[config.mk]
export PLATFORM = sky130hd
export DESIGN_NAME = mem_arbiter
export DESIGN_NICKNAME = d
export VERILOG_FILES = /design/src/rtl/mem_arbiter.sv
export SDC_FILE = /design/constraint.sdc
export NUM_CORES = 1
export LEC_CHECK = 0
export CORE_ASPECT_RATIO = 0.8
export CORE_MARGIN = 3
export CORE_UTILIZATION = 36
export CTS_CLUSTER_DIAMETER = 60
export DETAILED_ROUTE_END_ITERATION = 12
export GPL_ROUTABILITY_DRIVEN = 0
export PLACE_DENSITY = 0.73
export SLEW_MARGIN = 10
export SYNTH_ARGS = -nofsm -noshare
export SYNTH_HDL_FRONTEND = slang
export SYNTH_SLANG_ARGS = --single-unit
[constraint.sdc]
create_clock -name clock -period 4.3 [get_ports clock]
set_input_delay 0.43 -clock clock [delete_from_list [all_inputs] [get_ports clock]]
set_output_delay 0.43 -clock clock [all_outputs]
set_load 0.005 [all_outputs]
[src/rtl/mem_arbiter.sv]
// Single-port memory arbiter: serialises one data access and one instruction
// fetch per core step onto a shared bus, stalling the core until both finish.
module mem_arbiter #(
  parameter int              XLEN    = 32,
  parameter int              TIMEOUT = 64,
  parameter logic [XLEN-1:0] NOP     = XLEN'(32'h00000013)
) (
  input  logic            clock,
  input  logic            reset,
  input  logic [XLEN-1:0] pc,
  input  logic            mem_load,
  input  logic            mem_store,
  input  logic [XLEN-1:0] address,
  input  logic [XLEN-1:0] store_data,
  output logic [XLEN-1:0] inst,
  output logic [XLEN-1:0] load_data,
  output logic            stall,
  output logic            bus_req,
  output logic            bus_we,
  output logic [XLEN-1:0] bus_addr,
  output logic [XLEN-1:0] bus_wdata,
  input  logic            bus_ack,
  input  logic [XLEN-1:0] bus_rdata,
  output logic            bus_err
);

  localparam int CW = (TIMEOUT > 0) ? $clog2(TIMEOUT + 1) : 1;

  typedef enum logic [1:0] {
    S_START = 2'd0,
    S_DATA  = 2'd1,
    S_FETCH = 2'd2,
    S_DONE  = 2'd3
  } state_t;

  state_t          r_state;
  logic [CW-1:0]   r_cnt;
  logic [XLEN-1:0] r_inst;
  logic [XLEN-1:0] r_load_data;
  logic            r_stall;
  logic            r_bus_req;
  logic            r_bus_we;
  logic [XLEN-1:0] r_bus_addr;
  logic [XLEN-1:0] r_bus_wdata;
  logic            r_bus_err;

  logic w_ack;
  logic w_to;
  logic w_done;

  // An ack only counts while a request is actually on the bus.
  assign w_ack = r_bus_req & bus_ack;

  generate
    if (TIMEOUT > 0) begin : g_timeout
      assign w_to = r_bus_req & ~bus_ack & (r_cnt == CW'(TIMEOUT - 1));
    end else begin : g_no_timeout
      assign w_to = 1'b0;
    end
  endgenerate

  assign w_done = w_ack | w_to;

  assign inst      = r_inst;
  assign load_data = r_load_data;
  assign stall     = r_stall;
  assign bus_req   = r_bus_req;
  assign bus_we    = r_bus_we;
  assign bus_addr  = r_bus_addr;
  assign bus_wdata = r_bus_wdata;
  assign bus_err   = r_bus_err;

  // Step sequencer: START -> [DATA] -> FETCH -> DONE, all outputs registered.
  always_ff @(posedge clock or posedge reset) begin
    if (reset) begin
      r_state     <= S_START;
      r_cnt       <= {CW{1'b0}};
      r_inst      <= NOP;
      r_load_data <= {XLEN{1'b0}};
      r_stall     <= 1'b1;
      r_bus_req   <= 1'b0;
      r_bus_we    <= 1'b0;
      r_bus_addr  <= {XLEN{1'b0}};
      r_bus_wdata <= {XLEN{1'b0}};
      r_bus_err   <= 1'b0;
    end else begin
      case (r_state)
        S_START: begin
          r_stall   <= 1'b1;
          r_bus_req <= 1'b1;
          r_cnt     <= {CW{1'b0}};
          if (mem_load | mem_store) begin
            r_state     <= S_DATA;
            r_bus_addr  <= address;
            r_bus_we    <= mem_store;
            r_bus_wdata <= store_data;
          end else begin
            r_state    <= S_FETCH;
            r_bus_addr <= pc;
            r_bus_we   <= 1'b0;
          end
        end
        S_DATA: begin
          if (w_done) begin
            // A store (including load+store together) never touches load_data.
            if (!r_bus_we) begin
              r_load_data <= w_ack ? bus_rdata : {XLEN{1'b0}};
            end
            if (w_to) begin
              r_bus_err <= 1'b1;
            end
            r_state    <= S_FETCH;
            r_bus_addr <= pc;
            r_bus_we   <= 1'b0;
            r_cnt      <= {CW{1'b0}};
          end else if (TIMEOUT > 0) begin
            r_cnt <= r_cnt + CW'(1);
          end
        end
        S_FETCH: begin
          if (w_done) begin
            r_inst <= w_ack ? bus_rdata : NOP;
            if (w_to) begin
              r_bus_err <= 1'b1;
            end
            r_state   <= S_DONE;
            r_bus_req <= 1'b0;
            r_stall   <= 1'b0;
          end else if (TIMEOUT > 0) begin
            r_cnt <= r_cnt + CW'(1);
          end
        end
        S_DONE: begin
          r_state <= S_START;
          r_stall <= 1'b1;
        end
        default: begin
          r_state   <= S_START;
          r_stall   <= 1'b1;
          r_bus_req <= 1'b0;
        end
      endcase
    end
  end

endmodule
**Yosys cells after proc, flatten, opt, wreduce, memory -nomap -nowiden**

Index checks and enable logic that the tools add are counted.

- Add/sub/neg operators: 1
- Multipliers: 0
- Div/mod/pow operators: 0
- Magnitude comparators: 0
- Equal/unequal tests: 7
- Shift operators: 0
- Multiplexer cells: 17
- Bitwise gates (word level): 7
- Reduce and logical (&&, ||, !) cells: 16

Operators with widths:

| cell | count |
|---|---|
| two-way mux 32 bit | 4 |
| case mux 32 bit (2 select lines) | 1 |
| case mux 7 bit (3 select lines) | 1 |
| two-way mux 7 bit | 2 |
| AND reduction 2 bit | 7 |
| case mux 2 bit (4 select lines) | 1 |
| adder 7 x 1 -> 7 bit (second input constant) | 1 |
| equality test 7 x 6 -> 1 bit (second input constant) | 1 |
| two-way mux 2 bit | 3 |
| inequality test 2 bit (second input constant) | 3 |
| case mux 1 bit (2 select lines) | 3 |
| AND reduction 3 bit | 2 |
| nonzero test 2 bit | 3 |
| equality test 2 bit (second input constant) | 2 |
| OR reduction 2 bit | 2 |
| AND 1 bit | 3 |
| nonzero test 3 bit | 1 |
| equality test 2 x 1 -> 1 bit (second input constant) | 1 |
| logical NOT 2 bit | 1 |
| two-way mux 1 bit | 2 |
| inverter 1 bit | 2 |
| bitwise OR 1 bit | 2 |

- Flip-flop bits (word level): 141
- Bits in latches: 0
- RAM bits: 0
- ROM bits: 0
- Input port bits: 133
- Output and inout port bits: 132
- Word-level logic and storage cells: 58
- Memories kept: 0

**Depth between registers and ports, before layout**

Gate-level depths: netlist of the first run.

- Word-level depth: 6
- Gate-level depth with buffers: 8

**Least setup slack after synthesis of the first run**

Ideal clock, no wire load.

- Path type: flip-flop to flip-flop
- From: register r_state[1]
- To: register r_bus_addr[0], in the netlist bus_addr[0]
- Data arrival time: 1.595 ns
- Setup slack: 2.579 ns
- Cell stages (with the launch flop): 9
- Path buffers: 3
- Period minus slack after synthesis: 1.721 ns
- Cells stage by stage: dfrtp_1 > inv_1 > ha_1 > buf_2 > o21bai_1 > buf_2 > buf_2 > mux2i_1 > a21oi_1

- Word-level cells in the longest chain between the ends: 3
- Elaborated cells between the ends (all ways): 6

RTL lines:

| what | RTL line | source |
|---|---|---|
| from (decl) | 36 | `state_t r_state;` |
| from (signal assigned) | 76 | `r_state <= S_START;` |
| from (signal assigned) | 93 | `r_state <= S_DATA;` |
| from (signal assigned) | 98 | `r_state <= S_FETCH;` |
| equality test 2 x 1 -> 1 bit or logical NOT 2 bit (tied branches) | 87 | `case (r_state)` |
| inequality test 2 bit (no source line) or nonzero test 2 bit (tied branches) | n/a |  |
| AND reduction 2 bit (no source line) | n/a |  |
| to (signal assigned) | 83 | `r_bus_addr <= {XLEN{1'b0}};` |
| to (signal assigned) | 94 | `r_bus_addr <= address;` |
| to (signal assigned) | 99 | `r_bus_addr <= pc;` |
| to (decl) | 43 | `logic [XLEN-1:0] r_bus_addr;` |

Several ways; a longest one is shown, not always the timed one.
A chain may end at the register's enable or synchronous reset.

**Worst setup path after layout of the first run**

- From: register r_bus_req, in the netlist bus_req
- To: output bus_req

RTL lines:

| what | RTL line | source |
|---|---|---|
| from (decl) | 41 | `logic r_bus_req;` |
| from (signal assigned) | 81 | `r_bus_req <= 1'b0;` |
| from (signal assigned) | 90 | `r_bus_req <= 1'b1;` |
| from (signal assigned) | 127 | `r_bus_req <= 1'b0;` |
| to (decl) | 18 | `output logic bus_req,` |

No word-level cell between the ends.

==> results.json, run 1 <==
{
  "fin_setup_tns_ns": 0,
  "fmax_mhz": 375.5,
  "highest_layer": "met4",
  "grt_pass1_vias": 5141,
  "fillCellCount": 1308,
  "synth_area_leaders": "dfrtp_1 (58%), mux2_2 (6.3%), mux2i_1 (5.8%), a22o_1 (4.4%), nand3_1 (3.6%)",
  "die_area_um2": 18020,
  "clk_pin_slew_ns": 0.06,
  "cts_hold_buf": 0,
  "syn_area_um2": 5917,
  "worst_pin_slew_ns": 1.085,
  "cp.required_ns": 3.87,
  "vias": 4869,
  "hold_viol": 0,
  "ys_top_cells_by_count": "dfrtp_1 (137), nand2_1 (42), nand3_1 (42), a21oi_1 (37), nor2_1 (37)",
  "synthCells": 511,
  "crit_arrival_ns": 2.23,
  "cts_tree": "done",
  "coreArea_um2": 15950,
  "synth-main-ff-cell": "dfrtp_1",
  "post-route-period-util": 0.6194,
  "cts_root_buffer": "clkbuf_16",
  "wl_per_cell_um": 16.40,
  "wl_met3_um": 1440,
  "ir_drop_uv": 358.6,
  "synth_seq_cells": 141,
  "synth_top_area_share": 0.5794,
  "cts_buffers": 17,
  "die_y_um": 120.7,
  "met2_length_um": 7720,
  "maxSlewViolCount": 0,
  "gr-total-overflow": 0,
  "hpwl_um": 11910,
  "ios": 265,
  "setup_viol_count_final": 0,
  "drt-met1-wl_um": 6801,
  "synth_area_per_cell_um2": 11.58,
  "initial_core_util": 0.3709,
  "drtPass1Iterations": 4,
  "crit_path_end_kind": "output pin",
  "cts.repair.resized": 0,
  "cts_setup_buffers": 0,
  "clkLatencyLatePin_ns": 0.42,
  "grt_max_degree": 120,
  "synth_cell_type_count": 39,
  "rsz0062_at_grt": "no",
  "setup.worst_path.start_class": "flip-flop",
  "async_reset_ff_frac": 1.000,
  "io_buffers": 264,
  "drc_errors": 0,
  "grt_pass1_wl_um": 26230,
  "synth-edff-count": 0,
  "grt_antenna_before_repair": 0,
  "yosysSeqAreaShare": 0.5972,
  "syn_to_final_growth_pct": 57.67,
  "grt_usage": 0.1831,
  "dr.first_iter.drc_count": 137,
  "n_antenna_cell": 0,
  "layout.cells.non_filler": 993,
  "outcome": "finished clean",
  "leakage_nw": 3.927,
  "syn_nets": 649,
  "yosysMostFrequentCell": "dfrtp_1",
  "layout.nets": 903,
  "wl_um": 16280,
  "fin_skew_ns": 0.01269,
  "cts_buffer_depth": 2,
  "antenna_left": 0,
  "drive_gt1_frac": 0.1118,
  "yosysWarnings": 0,
  "criticalPathCategory": "reg2out",
  "vias_per_cell": 4.903,
  "hold_path.class": "reg2reg",
  "die_w_um": 149.3,
  "maxSlewHeadroom": 0.2769,
  "crit_path_max_fanout": 27,
  "dp.cells": 961,
  "fp-row-count": 41,
  "synth.largest_area_cell": "dfrtp_1",
  "htree_levels": 4,
  "cts_num_sinks": 141,
  "drv_cap": 0,
  "p_per_area_nw_per_um2": 700.4,
  "fin_crit_ns": 2.663
}
[sequential cells by signal (all words and copies together) (netlist names)]
register,cells
load_data,32
r_cnt,7
bus_wdata,32
bus_req,1
bus_we,1
inst,32
r_state,2
stall,1
bus_err,1
bus_addr,32
[path summary, 6_finish.rpt]
check / from / endpoint / slack [ns] / cells after the start
hold reg to reg: load_data[22] / load_data[22] / 0.48 / 2
max in group asynchronous: reset / bus_addr[23] / 2.67 / 3
setup / recovery: bus_req / bus_req / 1.64 / 2
min in group asynchronous: reset / bus_wdata[5] / 0.62 / 2
hold / removal: load_data[22] / load_data[22] / 0.48 / 2
setup reg to reg: bus_req / r_cnt[5] / 2.02 / 5
[power breakdown]
part           switching, mW  total (mW)  internal, mW
Combinational           1.14        2.81          1.67
Clock                  0.545        1.44         0.898
Sequential             0.344        2.28          1.93
[worst max-delay path, stage by stage, from the launching register on]
cell and delay [ns]:
dfrtp_1 0.80, buf_4 0.42, clkdlybuf4s50_1 0.59
[final cells by class]
type                       instances  area [um2]  share of cell area
sequential                       141        3533              0.3788
timing repair buffer             272        2703              0.2897
multi-input combinational        325        2202              0.2361
clock buffer                      22       474.2             0.05083
tap                              215       269.0             0.02884
clock inverter                    10       112.6             0.01207
inverter                           8       35.03            0.003755
[metal layers]
| layer | up-vias | global-route usage |
|---|---|---|
| li1 | 2324 | - |
| met1 | 2343 | 0.2235 |
| met2 | 180 | 0.2902 |
| met3 | 22 | 0.07906 |
| met4 | 0 | 0.06632 |
| met5 | - | 0 |
[kinds of logic after synthesis]
kind of cell,Yosys count,share of synthesized area
simple gates,132,0.1032
mux,67,0.1203
flops,141,0.5972
buf+inv,45,0.03404
xor+xnor,1,0.001480
compound gates,120,0.1332
fa+ha+maj,5,0.01057
[cell usage in the layout (no fill, tap or decap), types with 2 or more instances in the layout]
| cell type | count |
|---|---|
| mux2i_1 | 34 |
| clkinvlp_4 | 2 |
| bufinv_16 | 2 |
| clkbuf_8 | 3 |
| o22a_1 | 3 |
| ha_1 | 5 |
| nand3_1 | 42 |
| clkbuf_16 | 17 |
| dfstp_2 | 4 |
| clkdlybuf4s50_1 | 264 |
| clkinv_2 | 4 |
| clkbuf_1 | 2 |
| dfrtp_1 | 137 |
| inv_6 | 2 |
| buf_4 | 8 |
| nor3_2 | 2 |
| nand3b_1 | 3 |
| inv_1 | 7 |
| nand2_1 | 42 |
| mux2_2 | 33 |
| nor2_1 | 37 |
| a22o_1 | 30 |
| a21oi_1 | 37 |
| o21ai_0 | 36 |
[stage by stage]
step	power, mW	hold slack, ns	instance area (um2)	utilization	setup slack, ns
2_1_floorplan	3.555	0.4602	5917	-	0.09540
3_3_place_gp	5.041	0.4626	8742	0.5480	1.869
3_5_place_dp	5.141	0.4655	8742	0.5480	1.803
4_1_cts	6.632	0.4853	9329	0.5847	1.619
5_1_grt	6.974	0.5063	9329	0.5847	1.516
6_report	6.534	0.4812	9329	0.5847	1.637
Note: power is estimated with default switching activity, not from simulation.
==> run 2: changes to the inputs <==
Settings changed: PLACE_DENSITY 0.73 to 0.71.
Clock period 4.3 ns to 2.8 ns, I/O delays scaled along.
==> results.json, run 2 (synthesized netlist as in run 1, its figures left out) <==
{
  "hold_viol": 0,
  "layout.nets": 907,
  "crit_path_max_fanout": 24,
  "post-route-period-util": 0.7975,
  "regToRegStartpoint": "r_state[1]",
  "die_area_um2": 18020,
  "vias": 4920,
  "placed_area_um2": 8796,
  "drv_cap": 0,
  "drtPass1Iterations": 4,
  "crit_path_end_kind": "flip-flop",
  "vias_per_cell": 4.935,
  "totalPowerFinal_mw": 10.15,
  "cp.required_ns": 3.06,
  "initial_core_util": 0.3709,
  "critical_path.cell_chain": "inv_1 -> ha_1 -> o21bai_4 -> buf_4 -> mux2i_1 -> a21oi_1",
  "fmax_mhz": 447.8,
  "grt_max_degree": 74,
  "critical-path-max-stage-delay_ns": 0.49,
  "gr-total-overflow": 0,
  "setup_viol_count_final": 0,
  "ios": 265,
  "outcome": "finished clean",
  "n_antenna_cell": 0,
  "layout_commonest_cell": "clkdlybuf4s50_1",
  "worst_pin_slew_ns": 0.9273,
  "maxSlewHeadroom": 0.3802,
  "fp-row-count": 41,
  "dr.first_iter.drc_count": 174,
  "crit_start": "r_state[1]",
  "criticalPathCategory": "reg2reg",
  "clkLatencyLatePin_ns": 0.41,
  "hpwl_um": 12370,
  "syn_to_final_growth_pct": 58.91,
  "antenna_left": 0,
  "grt_antenna_before_repair": 0,
  "leakage_nw": 3.949,
  "hold_path.class": "in2async",
  "cts_buffers": 17,
  "maxSlewViolCount": 0,
  "crit_slowest_cell": "o21bai_4",
  "rrSetupSlack_ns": 0.57,
  "timing.rr.end": "bus_addr[22]",
  "grt_pass1_wl_um": 26600,
  "fillCellCount": 1306,
  "fin_crit_ns": 2.233,
  "mostFrequentLayoutCells": "clkdlybuf4s50_1 (264), dfrtp_1 (137), nand2_1 (42), nand3_1 (42)",
  "cts.repair.resized": 0,
  "cts_setup_buffers": 0,
  "wl_per_cell_um": 16.96,
  "drc_errors": 0,
  "ir_drop_uv": 545.8,
  "cts_num_sinks": 141,
  "rsz0062_at_grt": "no",
  "cts_buffer_depth": 2,
  "cts_tree": "done",
  "setup.worst_path.start_class": "flip-flop",
  "fin_skew_ns": 0.009327,
  "fin_area_um2": 9403,
  "p_per_area_nw_per_um2": 1080,
  "wl_um": 16910,
  "fin_setup_tns_ns": 0,
  "rr_worst_depth": 6,
  "die_y_um": 120.7,
  "cts_hold_buf": 0,
  "drive_gt1_frac": 0.1189,
  "grt_pass1_vias": 5050,
  "layout.cells.non_filler": 997,
  "grt_usage": 0.1853,
  "htree_levels": 4,
  "io_buffers": 264,
  "crit_arrival_ns": 2.49,
  "cts_root_buffer": "clkbuf_16",
  "coreArea_um2": 15950,
  "clk_pin_slew_ns": 0.06,
  "die_w_um": 149.3,
  "dp.cells": 965
}
## run 2: cell types whose count changed in the layout (fill, tap and decap cells not counted), sizes merged
cell	delta
buf	+4
clkbuf	-3
clkinv	-3
clkinvlp	+3
inv	+3
## run 2: per-stage QoR
step	hold slack [ns]	setup WS (ns)	util
2_1_floorplan	0.4077	0.7602	-
3_3_place_gp	0.4588	0.5206	0.5513
3_5_place_dp	0.4618	0.3766	0.5513
4_1_cts	0.2510	0.5447	0.5894
5_1_grt	0.2897	0.4089	0.5894
6_report	0.2469	0.5671	0.5894
## run 2: where the power goes
group / total (mW) / switching (mW) / internal [mW]
clock: 2.28 / 0.903 / 1.38
sequential: 3.48 / 0.518 / 2.97
combinational: 4.39 / 1.80 / 2.59
## run 2: worst max-delay path by stage
stage	cells past startpoint	slack [ns]	endpoint
3_3_place_gp	5	0.52	bus_addr[22]
4_1_cts	6	0.54	bus_addr[22]
6_report	6	0.57	bus_addr[22]
2_1_floorplan	1	0.76	bus_addr[0]
5_1_grt	6	0.41	bus_addr[22]
3_5_place_dp	5	0.38	bus_addr[22]
## run 2: metal layers
| metal | routed length [um] | GRT usage | vias to the layer above |
|---|---|---|---|
| li1 | - | - | 2335 |
| met1 | 7096 | 0.2335 | 2400 |
| met2 | 8167 | 0.2967 | 172 |
| met3 | 1455 | 0.07868 | 13 |
| met4 | 186 | 0.04574 | 0 |
| met5 | 0 | 0 | - |
## run 2: layout make-up
type | instances | area [um2] | share of cell area
Timing Repair Buffer | 276 | 2758 | 0.2933
Tap cell | 215 | 269.0 | 0.02861
Clock buffer | 19 | 452.9 | 0.04817
Sequential cell | 141 | 3533 | 0.3758
Clock inverter | 13 | 153.9 | 0.01637
Multi-Input combinational cell | 325 | 2202 | 0.2342
Inverter | 8 | 33.78 | 0.003593
## run 2: worst max-delay path: cells and delay by family, from the launching register on
kind                       cells  cell delay, ns
muxes                          1            0.24
AOI/OAI and AO/OA              2            0.59
adders and majority gates      1            0.43
buffers and inverters          2            0.41
DFF                            1            0.39
==> run 3: changes to the inputs <==
Clock period 2.8 ns to 2.2 ns, I/O delays scaled along.
==> results.json, run 3 (synthesized netlist as in run 1, its figures left out) <==
{
  "worst_slack_ns": 0.2104,
  "cts_hold_buf": 0,
  "die_y_um": 120.7,
  "cts_tree": "done",
  "placed_area_um2": 8841,
  "worst_pin_slew_ns": 0.5952,
  "post-route-period-util": 0.9044,
  "grt_usage": 0.1895,
  "cts_buffers": 17,
  "mostFrequentLayoutCells": "clkdlybuf4s50_1 (264), dfrtp_1 (137), nand2_1 (42), nand3_1 (42)",
  "drv_cap": 0,
  "antenna_left": 0,
  "dr.first_iter.drc_count": 234,
  "p_sw_frac": 0.3106,
  "cts_root_buffer": "clkbuf_16",
  "coreArea_um2": 15950,
  "crit_arrival_ns": 2.30,
  "die_w_um": 149.3,
  "fin_skew_ns": 0.007141,
  "cp.required_ns": 2.51,
  "post-place-ws_ns": 0.1971,
  "drtPass1Iterations": 4,
  "fillCellCount": 1269,
  "leakage_nw": 3.985,
  "syn_to_final_growth_pct": 60.10,
  "maxSlewHeadroom": 0.6024,
  "ios": 265,
  "cts_num_sinks": 141,
  "timing.rr.end": "r_cnt[5]",
  "drive_gt1_frac": 0.1188,
  "comb_power_share": 0.430,
  "setup.worst_path.start_class": "flip-flop",
  "htree_levels": 4,
  "gr-total-overflow": 0,
  "clkLatencyLatePin_ns": 0.41,
  "hpwl_um": 12580,
  "n_antenna_cell": 0,
  "fin_setup_tns_ns": 0,
  "fin_crit_ns": 1.990,
  "rsz0062_at_grt": "no",
  "layout.nets": 908,
  "fmax_mhz": 502.6,
  "layout.cells.non_filler": 998,
  "clk_pin_slew_ns": 0.06,
  "grt_max_degree": 65,
  "outcome": "finished clean",
  "regToRegStartpoint": "r_cnt[0]",
  "drc_errors": 0,
  "cts.repair.resized": 0,
  "seq_power_share": 0.340,
  "crit_path_end_kind": "flip-flop",
  "initial_core_util": 0.3709,
  "crit_path_max_fanout": 6,
  "wl_per_cell_um": 16.91,
  "cts_buffer_depth": 2,
  "io_buffers": 264,
  "rr_worst_depth": 6,
  "maxSlewViolCount": 0,
  "ir_drop_uv": 714.5,
  "hold_viol": 0,
  "vias": 4894,
  "rrSetupSlack_ns": 0.21,
  "fp-row-count": 41,
  "grt_pass1_wl_um": 27210,
  "grt_pass1_vias": 5205,
  "power.share.clock": 0.231,
  "cts_setup_buffers": 0,
  "vias_per_cell": 4.904,
  "fin_area_um2": 9473,
  "wl_um": 16870,
  "dp.cells": 966,
  "p_int_mw": 9.061,
  "switchingPower_mw": 4.082,
  "p_per_area_nw_per_um2": 1387,
  "criticalPathCategory": "reg2reg",
  "setup_viol_count_final": 0,
  "die_area_um2": 18020,
  "totalPowerFinal_mw": 13.14,
  "layout_commonest_cell": "clkdlybuf4s50_1",
  "hold_path.class": "in2async",
  "grt_antenna_before_repair": 0
}
-- run 3: cell type report --
| class | count | area, um2 | share of cell area |
|---|---|---|---|
| Sequential cell | 141 | 3533 | 0.3730 |
| Timing Repair Buffer | 277 | 2803 | 0.2959 |
| Multi-Input combinational cell | 325 | 2202 | 0.2325 |
| Clock buffer | 19 | 442.9 | 0.04676 |
| Tap cell | 215 | 269.0 | 0.02840 |
| Clock inverter | 13 | 188.9 | 0.01994 |
| Inverter | 8 | 33.78 | 0.003566 |
-- run 3: stage by stage --
stage	hold slack, ns	utilization
final	0.2373	0.5938
after detailed placement	0.4674	0.5542
after floorplan	0.3477	-
after CTS	0.2388	0.5938
after global placement	0.4604	0.5542
after global routing	0.2513	0.5938
-- run 3: critical path, stage by stage, from the launching register on --
cell	delay (ns)
dfrtp_1	0.38
ha_1	0.22
nand3_2	0.18
o21a_1	0.29
nor3_2	0.40
nor3_1	0.15
nor4_2	0.28
-- run 3: layer usage --
layer / up-vias / wire, um / share of wire / GRT usage
li1: 2330 / - / - / -
met1: 2390 / 7046 / 0.42 / 0.2391
met2: 157 / 8335 / 0.49 / 0.3097
met3: 17 / 1282 / 0.076 / 0.06257
met4: 0 / 208 / 0.012 / 0.06061
met5: - / 0 / 0 / 0
-- run 3: power groups by stage --
stage / registers [mW] / clock network, mW / logic, mW
final: 4.46 / 3.03 / 5.65
after global routing: 4.62 / 3.22 / 6.18
after CTS: 4.48 / 3.11 / 5.73
after detailed placement: 4.49 / 0 / 5.71
after global placement: 4.43 / 0 / 5.55
after floorplan: 4.47 / 0 / 2.48
-- run 3: how the worst max path moves through the flow --
stage,start,endpoint,slack [ns],cells past startpoint
floorplan,reset,bus_addr[0],0.22,1
finish,r_cnt[0],r_cnt[5],0.21,6
CTS,r_state[0],r_cnt[5],0.21,6
global route,r_state[0],r_cnt[5],0.02,6
detailed placement,r_state[0],r_cnt[5],0.20,6
global placement,bus_ack,load_data[2],0.35,6
